File: src/rtl/char_writer_if.sv
// char_writer_if: character stream handshake (ch_data/ch_valid/ch_ready), char RAM write port (addr/din/ram_en) and busy status
interface char_writer_if;
  logic [7:0] ch_data;
  logic ch_valid;
  logic ch_ready;
  logic [10:0] addr;
  logic [7:0] din;
  logic ram_en;
  logic busy;
  modport master (output ch_data, ch_valid, input ch_ready, addr, din, ram_en, busy);
  modport slave (input ch_data, ch_valid, output ch_ready, addr, din, ram_en, busy);
endinterface

File: src/rtl/char_writer.sv
// char_writer: cursor-tracking text writer into char RAM; ports clk, rst, bus (char_writer_if.slave); CHAR_WRITER_CLEAR_EN enables form-feed screen clear
module char_writer #(
  parameter int COLS = 80,
  parameter int ROWS = 25
) (
  input logic clk,
  input logic rst,
  char_writer_if.slave bus
);
  localparam int CW = $clog2(COLS);
  localparam int RW = $clog2(ROWS);
  localparam logic [CW-1:0] COL_MAX = CW'(COLS - 1);
  localparam logic [RW-1:0] ROW_MAX = RW'(ROWS - 1);
  localparam logic [10:0] COLS_W = 11'(COLS);
  localparam logic [10:0] LAST = 11'(COLS * ROWS - 1);
  logic [CW-1:0] col, col_n;
  logic [RW-1:0] row, row_n, row_inc;
  logic [10:0] addr, addr_n, cur;
  logic [7:0] din, din_n;
  logic en, en_n, rdy, xfer, clearing, clr_go, clr_end;
`ifdef CHAR_WRITER_CLEAR_EN
  typedef enum logic {IDLE, CLEAR} state_t;
  state_t state, state_n;
  assign clearing = state == CLEAR;
  assign clr_go = xfer && bus.ch_data == 8'h0C;
  assign clr_end = clearing && addr == LAST;
  always_ff @(posedge clk) state <= rst ? IDLE : state_n;
  always_comb state_n = clr_go ? CLEAR : clr_end ? IDLE : state;
`else
  assign clearing = 1'b0;
  assign clr_go = 1'b0;
  assign clr_end = 1'b0;
`endif
  assign xfer = bus.ch_valid && bus.ch_ready;
  always_comb begin
    col_n = col;
    row_n = row;
    addr_n = addr;
    din_n = din;
    en_n = 1'b0;
    row_inc = row == ROW_MAX ? '0 : row + 1'b1;
    cur = 11'(row) * COLS_W + 11'(col);
    if (clearing) begin
      en_n = !clr_end;
      addr_n = clr_end ? addr : addr + 1'b1;
      din_n = 8'h20;
      col_n = '0;
      row_n = '0;
    end else if (xfer) begin
      if (bus.ch_data inside {[8'h20:8'h7E]}) begin
        en_n = 1'b1;
        addr_n = cur;
        din_n = bus.ch_data;
        col_n = col == COL_MAX ? '0 : col + 1'b1;
        row_n = col == COL_MAX ? row_inc : row;
      end else if (bus.ch_data == 8'h0D) begin
        col_n = '0;
      end else if (bus.ch_data == 8'h0A) begin
        row_n = row_inc;
      end else if (bus.ch_data == 8'h08 && col != '0) begin
        col_n = col - 1'b1;
        en_n = 1'b1;
        addr_n = cur - 11'd1;
        din_n = 8'h20;
      end else if (clr_go) begin
        en_n = 1'b1;
        addr_n = '0;
        din_n = 8'h20;
      end
    end
  end
  always_ff @(posedge clk) begin
    if (rst) begin
      col <= '0;
      row <= '0;
      addr <= '0;
      din <= '0;
      en <= 1'b0;
      rdy <= 1'b0;
    end else begin
      col <= col_n;
      row <= row_n;
      addr <= addr_n;
      din <= din_n;
      en <= en_n;
      rdy <= 1'b1;
    end
  end
  assign bus.ch_ready = rdy && !clearing;
  assign bus.addr = addr;
  assign bus.din = din;
  assign bus.ram_en = en;
  assign bus.busy = clearing;
endmodule

File: src/flat_wrapper.sv
// flat-port wrapper written by rule: the top's interface ports become plain ports
module char_writer_flat 
#(
  parameter int COLS = 80,
  parameter int ROWS = 25
)
  (clk, rst, bus_ch_data, bus_ch_valid, bus_ch_ready, bus_addr, bus_din, bus_ram_en, bus_busy);
  char_writer_if bus_i ();
  input logic clk;
  input logic rst;
  input wire logic [$bits(bus_i.ch_data)-1:0] bus_ch_data;
  input wire logic [$bits(bus_i.ch_valid)-1:0] bus_ch_valid;
  output wire logic [$bits(bus_i.ch_ready)-1:0] bus_ch_ready;
  output wire logic [$bits(bus_i.addr)-1:0] bus_addr;
  output wire logic [$bits(bus_i.din)-1:0] bus_din;
  output wire logic [$bits(bus_i.ram_en)-1:0] bus_ram_en;
  output wire logic [$bits(bus_i.busy)-1:0] bus_busy;
  assign bus_i.ch_data = bus_ch_data;
  assign bus_i.ch_valid = bus_ch_valid;
  assign bus_ch_ready = bus_i.ch_ready;
  assign bus_addr = bus_i.addr;
  assign bus_din = bus_i.din;
  assign bus_ram_en = bus_i.ram_en;
  assign bus_busy = bus_i.busy;
  char_writer #(.COLS(COLS), .ROWS(ROWS)) u_core (.clk(clk), .rst(rst), .bus(bus_i));
endmodule
File: config.mk
export PLATFORM = sky130hd
export DESIGN_NAME = char_writer_flat
export DESIGN_NICKNAME = d
export VERILOG_FILES = /design/src/rtl/char_writer_if.sv /design/src/rtl/char_writer.sv /design/src/flat_wrapper.sv
export SDC_FILE = /design/constraint.sdc
export NUM_CORES = 1
export LEC_CHECK = 0
export ABC_CLOCK_PERIOD_IN_PS = 5630
export BUFFER_PORTS_ARGS = -buffer_cell sky130_fd_sc_hd__buf_2
export CAP_MARGIN = 20
export CORE_ASPECT_RATIO = 0.75
export CORE_UTILIZATION = 50
export DETAILED_ROUTE_END_ITERATION = 16
export GPL_TIMING_DRIVEN = 0
export PLACE_DENSITY = 0.8
export SLEW_MARGIN = 20
export SYNTH_ARGS = -nofsm -noshare
export SYNTH_HDL_FRONTEND = slang
export SYNTH_SLANG_ARGS = --single-unit
export TNS_END_PERCENT = 30
File: constraint.sdc
create_clock -name clk -period 5.63 [get_ports clk]
set_input_delay 0.2815 -clock clk [delete_from_list [all_inputs] [get_ports clk]]
set_output_delay 0.2815 -clock clk [all_outputs]
set_load 0.02 [all_outputs]
== Word level (Yosys, flattened, before mapping) ==
Cells that the tools add are included.

* Flip-flop bits (word level): 33
* Bits in latches: 0
* RAM bits: 0
* Memory bits (read-only): 0
* Input bits: 11
* Output and inout bits: 22
* Logic and storage cells: 58
* Memories: 0

* Add/sub/neg operators: 5
* Multipliers: 1
* Div/mod/pow operators: 0
* Order comparisons: 2
* Eq/ne operators: 9
* Shift operators: 0
* Multiplexer cells: 23
* Bitwise operators: 1
* Reductions and logical operators: 11

{| class="wikitable"
|+ Operators by type and width
! cell !! count
|-
| $mux 11 || 4
|-
| $mux 7 || 5
|-
| $mux 8 || 4
|-
| $mux 5 || 5
|-
| $eq 8x4->1 const B || 3
|-
| $add 11x7->11 || 1
|-
| $sub 11x1->11 const B || 1
|-
| $ge 8x6->1 const B || 1
|-
| $le 8x7->1 const B || 1
|-
| $reduce_and 4->1 || 2
|-
| $add 7x1->7 const B || 1
|-
| $eq 7x7->1 const B || 1
|-
| $mul 5x3->7 const B || 1
|-
| $reduce_bool 7->1 || 1
|-
| $sub 7x1->7 const B || 1
|-
| $add 5x1->5 const B || 1
|-
| $eq 5x5->1 const B || 1
|-
| $mux 1 || 5
|-
| $ne 2x1->1 const B || 2
|-
| $reduce_bool 2->1 || 2
|-
| $logic_and 1x1->1 || 3
|-
| $ne 3x1->1 const B || 1
|-
| $reduce_and 3->1 || 1
|-
| $reduce_bool 3->1 || 1
|-
| other kinds (3) || 3
|}

== Depth between registers and ports, before layout ==
* Depth in word-level cells: 7
* Depth in mapped cells: 10
* Mapped depth without buffers: 10

== Worst setup path after synthesis ==
No wires, ideal clock.

* Path kind: reg2reg
* Start: register u_core.row[3]
* End: register u_core.addr[10] (netlist: u_core.bus.addr[10])
* Setup time: 0.079 ns
* Data arrival time: 2.606 ns
* Setup slack: 2.945 ns
* Stages on the path, launching flop included: 11
* Buffers on the path: 0
* Cell sequence: dfxtp_1 ha_1 ha_1 inv_1 fa_1 xor2_1 a2111oi_0 xnor2_1 xnor2_1 a2111o_1 o211ai_1

* Word-level cells in the longest chain between the ends: 7

{| class="wikitable"
|+ Ends and longest elaborated chain
! item !! line !! text
|-
| from (decl) || char_writer.sv:17 || <nowiki>logic [RW-1:0] row, row_n, row_inc;</nowiki>
|-
| from (signal assigned) || char_writer.sv:82 || <nowiki>row <= row_n;</nowiki>
|-
| $mul 5x3->7 * || char_writer.sv:42 || <nowiki>cur = 11'(row) * COLS_W + 11'(col);</nowiki>
|-
| $add 11x7->11 * || char_writer.sv:42 ||
|-
| $sub 11x1->11 || char_writer.sv:63 || <nowiki>addr_n = cur - 11'd1;</nowiki>
|-
| $mux 11 || char_writer.sv:60 || <nowiki>end else if (bus.ch_data == 8'h08 && col != '0) begin</nowiki>
|-
| $mux 11 || char_writer.sv:58 || <nowiki>end else if (bus.ch_data == 8'h0A) begin</nowiki>
|-
| $mux 11 || char_writer.sv:56 || <nowiki>end else if (bus.ch_data == 8'h0D) begin</nowiki>
|-
| $mux 11 * || char_writer.sv:50 || <nowiki>if (bus.ch_data inside {[8'h20:8'h7E]}) begin</nowiki>
|-
| to (signal assigned) || char_writer.sv:83 || <nowiki>addr <= addr_n;</nowiki>
|-
| to (decl) || char_writer.sv:18 || <nowiki>logic [10:0] addr, addr_n, cur;</nowiki>
|}

Every way passes the cells marked *; elsewhere a longest branch is shown, timed or not. The select of a mux whose other input is x is not followed.
A chain may end at the register's enable or synchronous reset.

== Worst setup path after layout ==
* Start: register u_core.row[1]
* End: register u_core.addr[10] (netlist: u_core.bus.addr[10])

Same word-level chain as after synthesis.

==> reports/results.tsv <==
stage	metric	value	unit
run_status	status	complete, no violations	
logic_synthesis	Mapped Area	2196	µm²
clocking	CTS tree	done	
route	Via Count	2232	
finish	register area	660.6	µm²
logic_synthesis	Synth Warn #	0	
power	Peak VDD IR	0.1468	mV
placement	post-DP HPWL	4216	µm
critical_path	Largest stage delay, worst path	520	ps
floorplan	die area	4663	µm²
logic_synthesis	simple-gate share of the synthesized area	0.2325	
sta	Setup TNS	0	ps
clocking	cts bufs inserted	5	
logic_synthesis	complex-gate fraction of the synthesized area	0.2313	
worst_hold_path	Min-Delay Path Class	primary input to register	
placement	placer congestion estimate	0.9035	
finish	most frequent cells in the layout	33 x dfxtp_1, 31 x buf_2, 28 x nand2_1, 26 x a21oi_1, 21 x nor2_1	
sta	Setup Skew	9.622	ps
logic_synthesis	adder-cell share of the synthesized area	0.09801	
critical_path	critical path, cell by cell	ha_1, ha_1, inv_1, fa_1, xor2_1, a2111oi_0, xnor2_1, xnor2_1, a2111o_1, o211ai_1	
critical_path	worst-path fanout max	7	
global_route	GRT Overall Usage	0.2666	
floorplan	initial cell density of the core	0.5318	
logic_synthesis	synth unique cells	58	
route	Detailed Routing Iterations Pass 1	5	
critical_path	CP Data Arrival Time	3200	ps
route	routed wire length	5722	µm
floorplan	Top-Level Pins	33	
route	DRC viols	0	
route	drt wl/cell	15.59	µm
sta	RSZ-0062 raised after global routing	no	
clocking	Clk Latency, worst-skew pair	290	ps
logic_synthesis	Seq cells post-synth	33	
logic_synthesis	Post-synth EDFFs	0	
critical_path	CP startpoint kind	register	
floorplan	chip height	59.39	µm
placement	I/O Buffers	30	
flow_run	max_cap viols	0	
finish	Inserted Diodes	0	
finish	final core utilization	0.6130	
sta	Slew HR	0.4689	
finish	fill count	376	
route	post-route ant nets	0	
route	Vias/cell	6.082	
logic_synthesis	Main synth FF type	dfxtp_1	
sta	Hold Fails Final Rpt	0	
finish	final net count	338	
global_route	vias in the first global route	2001	
sta	FMAX	0.3345	GHz
global_route	pin count of the biggest net entering global routing	11	
critical_path	CP Capture Type	register	
logic_synthesis	mean post-synth cell area	8.014	µm²
sta	Final Max Tran Viols	0	
floorplan	Die W	78.52	µm
clocking	Post-CTS Setup Inserts	0	
clocking	post-cts resize count	0	
clocking	clk sinks	33	
logic_synthesis	multiplexer share of the synthesized area	0.009687	
sta	Slew @ Worst Pin	791.4	ps
clocking	CTS Buffer Depth	2	
critical_path	slowest CP cell	a2111oi_0	
sta	Setup violations, final	0	
global_route	first-pass GRT wire length	9418	µm
logic_synthesis	main combinational cell family by area after synthesis	simple AND/OR/NAND/NOR gates	
floorplan	Rows	20	
logic_synthesis	post-synthesis async set-or-reset flop share	0	
power	pwr/cell area	229.4	nW/µm²
power	Final Total Pwr	0.0005806	W
logic_synthesis	syn_nets	301	
sta	post-route minimum period	2990	ps
route	DR iter-0 viols	217	
finish	area grow syn2layout	15.27	%
clocking	Reg clk slew, reported paths	70	ps
finish	commonest non-fill, non-tap cell in the layout	dfxtp_1	
logic_synthesis	register area share after synthesis	0.3009	
critical_path	WP buf/inv	1	
global_route	grt total ovfl	0	
critical_path	delay-heaviest family, CP	compound AO/OA/AOI/OAI gates	
sta	period utilization	0.5310	
clocking	CTS Hold Bufs	0	
clocking	# H-tree levels	2	
critical_path	Setup CP Type	register to register	
global_route	initial antenna violation count	0	
power	Lkg Pwr	1.030	nW
logic_synthesis	Cells after Synth	274	
floorplan	CORE AREA	4129	µm²
critical_path	CP required	5840	ps
logic_synthesis	Synth Area in XOR/XNOR	0.07578	
clocking	clk root buf	clkbuf_8	
finish	layout cells sized above 1	0.1506	
finish	combined area of the multi-input logic cells	1425	µm²
-- through the flow --
stage,cells,hold slack [ps],area [µm²],setup WS [ps]
2_1_floorplan,274,433.4,2196,2945
3_3_place_gp,359,436.5,2415,2741
3_5_place_dp,359,442.0,2415,2645
4_1_cts,367,288.2,2531,2624
5_1_grt,367,305.1,2531,2345
6_report,367,289.4,2531,2640
-- area by class of cell --
type	count	share of cell area
inverters	13	0.01928
multi-input cells	216	0.5630
clock buffers	7	0.03411
plain buffers	12	0.02422
well taps	55	0.02719
repair buffers	30	0.05932
flip-flops and latches	33	0.2610
clock inverters	1	0.01186
-- cell usage after synthesis (2+ instances only) --
| master | count | area (µm²) |
|---|---|---|
| a21oi_1 | 26 | 130.1 |
| nor2_1 | 21 | 78.83 |
| clkbuf_1 | 8 | 30.03 |
| and2_1 | 2 | 12.51 |
| nand2_1 | 28 | 105.1 |
| or4_1 | 3 | 22.52 |
| o211ai_1 | 4 | 30.03 |
| nor4_1 | 3 | 18.77 |
| a31oi_1 | 2 | 12.51 |
| a211oi_1 | 7 | 52.55 |
| nand4_1 | 2 | 12.51 |
| buf_4 | 2 | 15.01 |
| nand2b_1 | 2 | 12.51 |
| fa_1 | 2 | 40.04 |
| xnor2_1 | 13 | 113.9 |
| or3_1 | 2 | 12.51 |
| nor3_1 | 5 | 25.02 |
| ha_1 | 14 | 175.2 |
| o21ai_0 | 14 | 70.07 |
| nand3_1 | 18 | 90.09 |
| inv_1 | 12 | 45.04 |
| dfxtp_1 | 33 | 660.6 |
| or2b_1 | 2 | 15.01 |
| o31ai_1 | 3 | 22.52 |
| a21o_1 | 4 | 30.03 |
| nor2b_1 | 2 | 12.51 |
| and3_1 | 3 | 18.77 |
| xor2_1 | 6 | 52.55 |
| a311oi_1 | 2 | 17.52 |
-- report_power, final --
part / leakage, nW / switching, W / internal (W)
logic: 0.703 / 0.0000628 / 0.0000366
clock network: 0.0585 / 0.0000905 / 0.000144
registers: 0.268 / 0.00000555 / 0.000241
total: 1.03 / 0.000159 / 0.000422
-- worst register-to-register path: cells and delay by family (launching register included) --
kind | cells | cell delay (ps)
XOR/XNOR | 3 | 590
AO/OA/AOI/OAI | 3 | 1010
buffers and inverters | 1 | 50
adder cells (fa/ha/maj) | 3 | 880
flip-flops | 1 | 400
-- path summary, 6_finish.rpt --
kind | from | to | slack [ps] | cells after the start
max | u_core.row[1] | u_core.bus.addr[10] | 2640 | 10
max reg2reg | u_core.row[1] | u_core.bus.addr[10] | 2640 | 10
min | bus_ch_data[3] | u_core.bus.din[3] | 290 | 3
min reg2reg | u_core.bus.din[3] | u_core.bus.din[3] | 450 | 2
-- logic make-up (layout without fill, tap and decap cells) --
kind of cell	after synthesis	in the layout
flops	33	33
xor+xnor	19	19
simple gates	100	100
other cells	1	1
compound gates	78	78
buf+inv	25	63
fa+ha+maj	16	16
mux	2	2
-- routing by layer --
| layer | part of all wire | vias up | wire length [µm] | GRT usage |
|---|---|---|---|---|
| met5 | 0 | - | 0 | 0 |
| met4 | 0.029 | 0 | 164 | 0.1270 |
| met3 | 0.098 | 20 | 563 | 0.06923 |
| met2 | 0.42 | 118 | 2409 | 0.4012 |
| met1 | 0.45 | 1024 | 2585 | 0.3584 |
| li1 | - | 1070 | - | - |
-- state kept, by name, indices dropped and copies added, names as in the netlist --
name	count
u_core.bus.addr	11
u_core.row	5
u_core.col	7
u_core.bus.din	8
u_core.bus.ram_en	1
u_core.bus.ch_ready	1
No activity file was read; power rests on OpenSTA's default activity.
